**src/rtl/dmem_port_arbiter.sv**
```systemverilog
// Purpose : arbitrates the CPU MEM stage and the debug/loader port onto one single-port data memory.
// Latency : grant is combinational; rvalid/rdata/err are registered, one cycle after accept.
// Backpr. : a requester holds its request until its ready is high; one access per cycle in total.
//
// Ports:
//   clk_i, rst_i          rising-edge clock, synchronous active-high reset
//   cpu_*_i / cpu_*_o     requester 0 (pipeline MEM stage): valid/we/func3/addr/wdata in,
//                         ready (combinational), rvalid/rdata/err (registered) out
//   dbg_*_i / dbg_*_o     requester 1 (debug/loader), same shape as the CPU port
//   mem_*_o, mem_rdata_i  data memory: synchronous write, combinational read

module dmem_port_arbiter #(
    parameter int unsigned ARB_MODE     = 0,  // 0: CPU priority + starvation guard, 1: round-robin
    parameter int unsigned STARVE_LIMIT = 4   // 1..15, denied dbg cycles before a forced grant
) (
    input  logic        clk_i,
    input  logic        rst_i,

    input  logic        cpu_valid_i,
    input  logic        cpu_we_i,
    input  logic [2:0]  cpu_func3_i,
    input  logic [31:0] cpu_addr_i,
    input  logic [31:0] cpu_wdata_i,
    output logic        cpu_ready_o,
    output logic        cpu_rvalid_o,
    output logic [31:0] cpu_rdata_o,
    output logic        cpu_err_o,

    input  logic        dbg_valid_i,
    input  logic        dbg_we_i,
    input  logic [2:0]  dbg_func3_i,
    input  logic [31:0] dbg_addr_i,
    input  logic [31:0] dbg_wdata_i,
    output logic        dbg_ready_o,
    output logic        dbg_rvalid_o,
    output logic [31:0] dbg_rdata_o,
    output logic        dbg_err_o,

    output logic        mem_we_o,
    output logic [2:0]  mem_func3_o,
    output logic [31:0] mem_addr_o,
    output logic [31:0] mem_wdata_o,
    input  logic [31:0] mem_rdata_i
);

    typedef enum logic {
        OWNER_CPU = 1'b0,
        OWNER_DBG = 1'b1
    } owner_e;

    localparam logic [3:0] STARVE_MAX = 4'(STARVE_LIMIT);

    // Arbitration state
    logic [3:0]  starve_q, starve_d;
    owner_e      last_q, last_d;

    // Grant and selected request
    logic        dbg_wins;
    logic        gnt_cpu, gnt_dbg, gnt_any;
    logic        sel_we;
    logic [2:0]  sel_func3;
    logic [31:0] sel_addr, sel_wdata;
    logic        misaligned;
    logic [31:0] load_data;

    // Response registers
    logic        cpu_rvalid_q, cpu_rvalid_d;
    logic        cpu_err_q, cpu_err_d;
    logic [31:0] cpu_rdata_q, cpu_rdata_d;
    logic        dbg_rvalid_q, dbg_rvalid_d;
    logic        dbg_err_q, dbg_err_d;
    logic [31:0] dbg_rdata_q, dbg_rdata_d;

    // dbg_wins only matters when both ports request; a lone requester always wins.
    // Grants are forced low during reset so nothing is accepted or written.
    always_comb begin
        dbg_wins = 1'b0;
        if (ARB_MODE == 0) begin
            dbg_wins = (starve_q == STARVE_MAX);
        end else begin
            dbg_wins = (last_q == OWNER_CPU);
        end
        gnt_dbg = ~rst_i & dbg_valid_i & (~cpu_valid_i | dbg_wins);
        gnt_cpu = ~rst_i & cpu_valid_i & ~gnt_dbg;
        gnt_any = gnt_cpu | gnt_dbg;
    end

    // Route the winner to memory; all-zero when idle.
    always_comb begin
        sel_we    = 1'b0;
        sel_func3 = '0;
        sel_addr  = '0;
        sel_wdata = '0;
        if (gnt_dbg) begin
            sel_we    = dbg_we_i;
            sel_func3 = dbg_func3_i;
            sel_addr  = dbg_addr_i;
            sel_wdata = dbg_wdata_i;
        end else if (gnt_cpu) begin
            sel_we    = cpu_we_i;
            sel_func3 = cpu_func3_i;
            sel_addr  = cpu_addr_i;
            sel_wdata = cpu_wdata_i;
        end
    end

    // Halfword needs addr[0]=0, word (and the 11 encoding) needs addr[1:0]=0; bytes always fit.
    assign misaligned = ((sel_func3[1:0] == 2'b01) & sel_addr[0])
                      | (sel_func3[1] & (sel_addr[1:0] != 2'b00));

    assign mem_we_o    = gnt_any & sel_we & ~misaligned;
    assign mem_func3_o = sel_func3;
    assign mem_addr_o  = sel_addr;
    assign mem_wdata_o = sel_wdata;

    // Stores and faulting accesses return zero data.
    assign load_data = (sel_we | misaligned) ? '0 : mem_rdata_i;

    always_comb begin
        // Counts consecutive denied dbg cycles; a grant or an idle dbg port restarts it.
        starve_d = starve_q;
        if (!dbg_valid_i || gnt_dbg) begin
            starve_d = '0;
        end else if (starve_q != STARVE_MAX) begin
            starve_d = starve_q + 4'd1;
        end

        last_d = last_q;
        if (gnt_dbg) begin
            last_d = OWNER_DBG;
        end else if (gnt_cpu) begin
            last_d = OWNER_CPU;
        end

        cpu_rvalid_d = gnt_cpu;
        cpu_err_d    = gnt_cpu & misaligned;
        cpu_rdata_d  = gnt_cpu ? load_data : cpu_rdata_q;

        dbg_rvalid_d = gnt_dbg;
        dbg_err_d    = gnt_dbg & misaligned;
        dbg_rdata_d  = gnt_dbg ? load_data : dbg_rdata_q;
    end

    always_ff @(posedge clk_i) begin
        if (rst_i) begin
            starve_q     <= '0;
            last_q       <= OWNER_DBG;   // CPU wins the first round-robin tie
            cpu_rvalid_q <= 1'b0;
            cpu_err_q    <= 1'b0;
            cpu_rdata_q  <= '0;
            dbg_rvalid_q <= 1'b0;
            dbg_err_q    <= 1'b0;
            dbg_rdata_q  <= '0;
        end else begin
            starve_q     <= starve_d;
            last_q       <= last_d;
            cpu_rvalid_q <= cpu_rvalid_d;
            cpu_err_q    <= cpu_err_d;
            cpu_rdata_q  <= cpu_rdata_d;
            dbg_rvalid_q <= dbg_rvalid_d;
            dbg_err_q    <= dbg_err_d;
            dbg_rdata_q  <= dbg_rdata_d;
        end
    end

    assign cpu_ready_o  = gnt_cpu;
    assign cpu_rvalid_o = cpu_rvalid_q;
    assign cpu_err_o    = cpu_err_q;
    assign cpu_rdata_o  = cpu_rdata_q;

    assign dbg_ready_o  = gnt_dbg;
    assign dbg_rvalid_o = dbg_rvalid_q;
    assign dbg_err_o    = dbg_err_q;
    assign dbg_rdata_o  = dbg_rdata_q;

endmodule
```
**config.mk**
```make
export PLATFORM = sky130hd
export DESIGN_NAME = dmem_port_arbiter
export DESIGN_NICKNAME = d
export VERILOG_FILES = /design/src/rtl/dmem_port_arbiter.sv
export SDC_FILE = /design/constraint.sdc
export NUM_CORES = 1
export LEC_CHECK = 0
export ABC_AREA = 1
export BUFFER_PORTS_ARGS = -buffer_cell sky130_fd_sc_hd__buf_2
export CAP_MARGIN = 10
export CORE_AREA = 3 3 121 123
export DETAILED_ROUTE_END_ITERATION = 6
export DIE_AREA = 0 0 124 126
export PLACE_DENSITY_LB_ADDON = 0.1
export SLEW_MARGIN = 20
export SYNTH_ARGS = -nofsm -noshare
export SYNTH_HDL_FRONTEND = slang
export SYNTH_SLANG_ARGS = --single-unit
```
**constraint.sdc**
```tcl
create_clock -name clk_i -period 3.35 [get_ports clk_i]
set_input_delay 0.1675 -clock clk_i [delete_from_list [all_inputs] [get_ports clk_i]]
set_output_delay 0.1675 -clock clk_i [all_outputs]
set_load 0.05 [all_outputs]
```
; ---- Word-level counts from Yosys, hierarchy flattened
; Cells that the tools add are included.
; Widths: inputs -> output; s select.
[totals]
regBits = 72
output_inout_bits = 138
[classes]
n_reduce_logical = 4
n_addsub = 1
muxes = 9
n_eq_ne = 3
n_bitwise = 18
[ops]
columns = op, count
row1 = $mux 32, 5
row2 = $and 1x1->1, 10
row3 = $mux 3, 2
row4 = $add 4x1->4 const B, 1
row5 = $eq 4x3->1 const B, 1
row6 = $ne 4x3->1 const B, 1
row7 = $not 1->1, 4
row8 = $or 1x1->1, 4
row9 = $eq 2x1->1 const B, 1
row10 = $mux 1, 2
row11 = $reduce_bool 2->1, 1
row12 = $reduce_or 2->1, 1
row13 = $logic_not 1->1, 1
row14 = $logic_or 1x1->1, 1

; ---- Depth between registers and ports, before layout
[depth]
word_depth = 12
depth_mapped = 15
mapped_depth_nobuf = 12

; ---- Worst setup path before layout
; Ideal clock, no wire load.
[synth_path]
path_type = reg-to-output
start = register starve_q[0]
end = output port mem_we_o
path_stages_with_launch = 12
arrival_ns = 2.358
t_required_ns = 3.182
n_path_buf = 1
setup_slack_ns = 0.825
cell_sequence = dfxtp_1 > inv_1 > ha_1 > nand3_2 > nand2_1 > nand2_1 > buf_2 > nand3_1 > nand2_1 > nand2_1 > nand2_1 > a21oi_1
[synth_between]
elab_chain_len = 12
[synth_lines]
columns = item, line
row1 = "start, declared", 54  ; logic [3:0] starve_q, starve_d;
row2 = "start signal, assigned", 155  ; starve_q <= starve_d;
row3 = $eq 4x3->1 (*), 79  ; dbg_wins = (starve_q == STARVE_MAX);
row4 = $or 1x1->1 (*), 83  ; gnt_dbg = ~rst_i & dbg_valid_i & (~cpu_valid_i | dbg_wins);
row5 = $and 1x1->1 (*), 83
row6 = $not 1->1, 84  ; gnt_cpu = ~rst_i & cpu_valid_i & ~gnt_dbg;
row7 = $and 1x1->1, 84
row8 = $mux 3, 99  ; end else if (gnt_cpu) begin
row9 = $mux 3 (*), 94  ; if (gnt_dbg) begin
row10 = via mem_func3_o[0], 40  ; output logic [2:0] mem_func3_o,
row11 = $eq 2x1->1 (*), 108  ; assign misaligned = ((sel_func3[1:0] == 2'b01) & sel_addr[0])
row12 = $and 1x1->1 (*), 108
row13 = $or 1x1->1 (*), 109  ; | (sel_func3[1] & (sel_addr[1:0] != 2'b00));
row14 = $not 1->1 (*), 111  ; assign mem_we_o = gnt_any & sel_we & ~misaligned;
row15 = $and 1x1->1 (*), 111
row16 = "end, declared", 39  ; output logic mem_we_o,
; Mark *: on every way through the listed nets, which the timed path passes. The rest lies on a longest branch.

; ---- Worst setup path after layout
[layout_path]
start = register starve_q[0]
end = output port mem_wdata_o[9]
[layout_between]
elab_chain_len = 7
[layout_lines]
columns = item, line
row1 = $eq 4x3->1 (*), 79
row2 = $or 1x1->1 (*), 83
row3 = $and 1x1->1 (*), 83
row4 = $not 1->1, 84
row5 = $and 1x1->1, 84
row6 = $mux 32, 99
row7 = $mux 32 (*), 94
row8 = "end, declared", 42  ; output logic [31:0] mem_wdata_o,
; Every way passes the cells marked *; elsewhere a longest branch is shown, timed or not.

==> results by group <==
Yosys
  • Dominant cell type by area after synthesis: dfxtp_1
  • Syn nets: 601
  • Mux cell area share after synthesis: 0%
  • Post-synthesis adder-cell area fraction: 0.7239%
  • Share of the synthesized area in the top cell type: 41.69%
  • Synth Instances: 427
  • Post-synthesis sequential area ratio: 41.69%
  • Distinct cells, synth: 22
  • Synthesized area per cell: 8.096 µm²
  • Largest family of logic cells by synthesized area: simple AND/OR/NAND/NOR gates
  • XOR/XNOR Fraction of Synth Area: 0.5067%
  • Cell Area, Synth: 3457 µm²
  • Synth top area cells: dfxtp_1 (42%), a22o_1 (16%), nand4_1 (12%), nand3_1 (10%), nand2_1 (8.5%)
  • Post-synthesis simple-gate area fraction: 31.70%
  • #FFs+latches synth: 72
  • Synth Area in Compound Gates: 17.30%
  • Synth warn: 0

Hold path
  • HP Class: in2reg
  • WHS Path Cells: 3
  • Min-delay src: mem_rdata_i[12]

Finish
  • Number of diodes: 0
  • Area occupied by multi-input gates: 1742 µm²
  • Final Util: 39.30%
  • Area Overhead vs Synth: 56.57%
  • Filler cell count: 1,529
  • Layout cells sized above 1: 48.46%
  • Layout net count: 885
  • Reg area: 1441 µm²

Critical path
  • Crit path from: starve_q[0]
  • R2R depth: 13
  • Critical path class: reg2out
  • Critical path depth in cells: 10
  • Buffers & Inverters on Critical Path: 4
  • Worst path slowest cell: buf_4
  • Worst-path fanout max: 58
  • Crit-path cells: inv_1, ha_1, nand3_2, nand2_1, nand2_1, nand2_2, clkinv_2, buf_4, a22o_1, buf_2
  • Most used cell, CP: nand2_1
  • Crit path arrival time: 2.59 ns
  • Worst stage delay on the critical path: 0.50 ns
  • CP Capture Type: output pin
  • Reg2reg start: starve_q[1]
  • Crit path max-delay family: buffers and inverters
  • Critical path required time: 3.18 ns
  • Startpoint types: register

Clock network
  • Clk sinks: 72
  • Num CTS Buffers: 9
  • Post_cts resized: 0
  • Clock Tree Root: clkbuf_16
  • Clock transition at path regs: 0.06 ns
  • CTS tree: built
  • Post-CTS setup buffers: 0
  • H-tree depth: 3
  • Clk_lat worst skew: 0.33 ns
  • Post-CTS Hold Fix Bufs: 0
  • Maximum clock insertion buffer count: 2

Power and ir drop
  • Leakage Power: 3.093 nW
  • Final Power: 2.769 mW
  • Power density over the cells: 511.6 nW/µm²
  • Max VDD drop: 0.2181 mV

Timing
  • Endpoints failing setup: 0
  • Post-route worst setup slack: 0.5955 ns
  • Tcrit/Tclk final: 82.22%
  • Final slew viol count: 0
  • Max Clk Rate: 363.0 MHz
  • Fin crit period: 2.754 ns
  • Setup TNS: 0 ns
  • Slew margin rel.: 51.68%
  • Clk_skew: 0.007133 ns
  • Worst slew pin tran: 0.7248 ns
  • Hold Fails Final Rpt: 0
  • RSZ-0062 raised after global routing: no

Drt
  • WL/cell: 19.15 µm
  • Final wirelength: 17.16 mm
  • Initial DRC Count: 307
  • Detailed-route DRC error count: 0
  • Pre-Repair DR Iteration Count: 4
  • Via Count: 4,462
  • DRT antenna net count: 0
  • Vias/cell: 4.980

Floorplan
  • Initial cell density of the core: 25.10%
  • Die Ht: 126 µm
  • Core area: 13,770 µm²
  • Io pins: 310
  • Die area: 15,620 µm²
  • Die width: 124 µm
  • FP Rows: 43

Place
  • GP Congestion: 0.9719
  • Final HPWL DP: 13.46 mm
  • Port bufs: 309
  • Place WS: 0.7927 ns

Global route
  • First-pass GRT wire length: 25.60 mm
  • Tot GR Track Use: 21.46%
  • Vias in the first global route: 4,401
  • Number of antenna violations at the first check in global routing: 6
  • Largest net degree at the start of global routing: 67
  • Gr ovfl total: 0

Job
  • Max-cap violations: 0

Run status
  • Status: complete, no violations
[worst reg2reg max path: stages, from the launching register on]
cell and delay, ns:
dfxtp_1 0.34, inv_1 0.07, ha_1 0.17, nand3_2 0.15
nand2_1 0.09, nand2_1 0.09, buf_4 0.23, or2_2 0.30
nand2_1 0.09, nand2_1 0.08, nand2_2 0.06, buf_4 0.51
nand4_1 0.23, nand2_1 0.10
[worst paths after layout]
check	end	slack, ns
max	mem_wdata_o[9]	0.60
min	dbg_rdata_o[12]	0.09
max reg2reg	cpu_rdata_o[30]	0.79
min reg2reg	cpu_rdata_o[13]	0.47
[placed cells by master, fill, tap and decap left out, types with 2 or more instances in the layout]
| master | instances |
|---|---|
| clkinv_2 | 3 |
| nand2_2 | 2 |
| buf_4 | 12 |
| inv_2 | 4 |
| bufinv_16 | 2 |
| ha_1 | 2 |
| nand3_1 | 69 |
| nand2_1 | 78 |
| buf_2 | 309 |
| nand4_1 | 65 |
| inv_1 | 7 |
| a21oi_1 | 3 |
| nor2_1 | 6 |
| a22o_1 | 63 |
| clkbuf_16 | 9 |
| dfxtp_1 | 72 |
[routing by layer]
metal	vias to the layer above	GRT usage (%)	part of all wire [%]
met1	2085	26.13	38
met3	35	5.748	7.8
met4	12	7.474	2.8
met5	-	0	0.44
li1	2141	-	-
met2	189	36.21	51
[synthesized netlist by cell type]
master and count:
or2_2 1, a21oi_4 1, buf_6 5, nand2_1 78, buf_2 13, nand2_2 2
nand3_1 69, o31ai_1 1, a21oi_1 3, buf_1 2, nand3_2 1, ha_1 2
inv_2 5, a22oi_1 1, inv_1 7, dfxtp_1 72, nor2_1 6, xor2_1 1
a22o_1 63, xnor2_1 1, nand4_1 65, clkbuf_1 28
[area by class of cell]
type	count	area share, %
Clock buffer	11	4.485
Clock inverter	5	1.456
Inverter	12	0.8553
Multi-Input combinational cell	295	32.18
Sequential cell	72	26.63
Tap cell	180	4.161
Timing Repair Buffer	321	30.24
[kinds of logic (layout without fill, tap and decap cells)]
kind of cell    after synthesis  in the layout
fa+ha+maj                     2              2
compound gates               69             69
simple gates                222            222
flops                        72             72
buf+inv                      60            349
xor+xnor                      2              2
[state kept, by name, summed over array words and instances, names as in the netlist]
signal / count
cpu_rdata_o: 32
dbg_rdata_o: 32
starve_q: 4
dbg_rvalid_o: 1
cpu_err_o: 1
cpu_rvalid_o: 1
dbg_err_o: 1
[power by group]
part / internal, mW / leakage (nW) / total [mW] / switching, mW
Clock: 0.673 / 0.160 / 1.04 / 0.369
Sequential: 0.908 / 0.589 / 0.935 / 0.0272
Combinational: 0.210 / 2.34 / 0.792 / 0.582
Total: 1.79 / 3.09 / 2.77 / 0.978
[per-stage QoR]
step	area (µm²)	hold WS [ns]	std cells
detailed placement	5091	0.4245	880
finish	5413	0.08922	896
global placement	5091	0.4189	880
CTS	5413	0.08163	896
global route	5413	0.09271	896
floorplan	3457	0.2634	427
No activity file was read; power rests on OpenSTA's default activity.
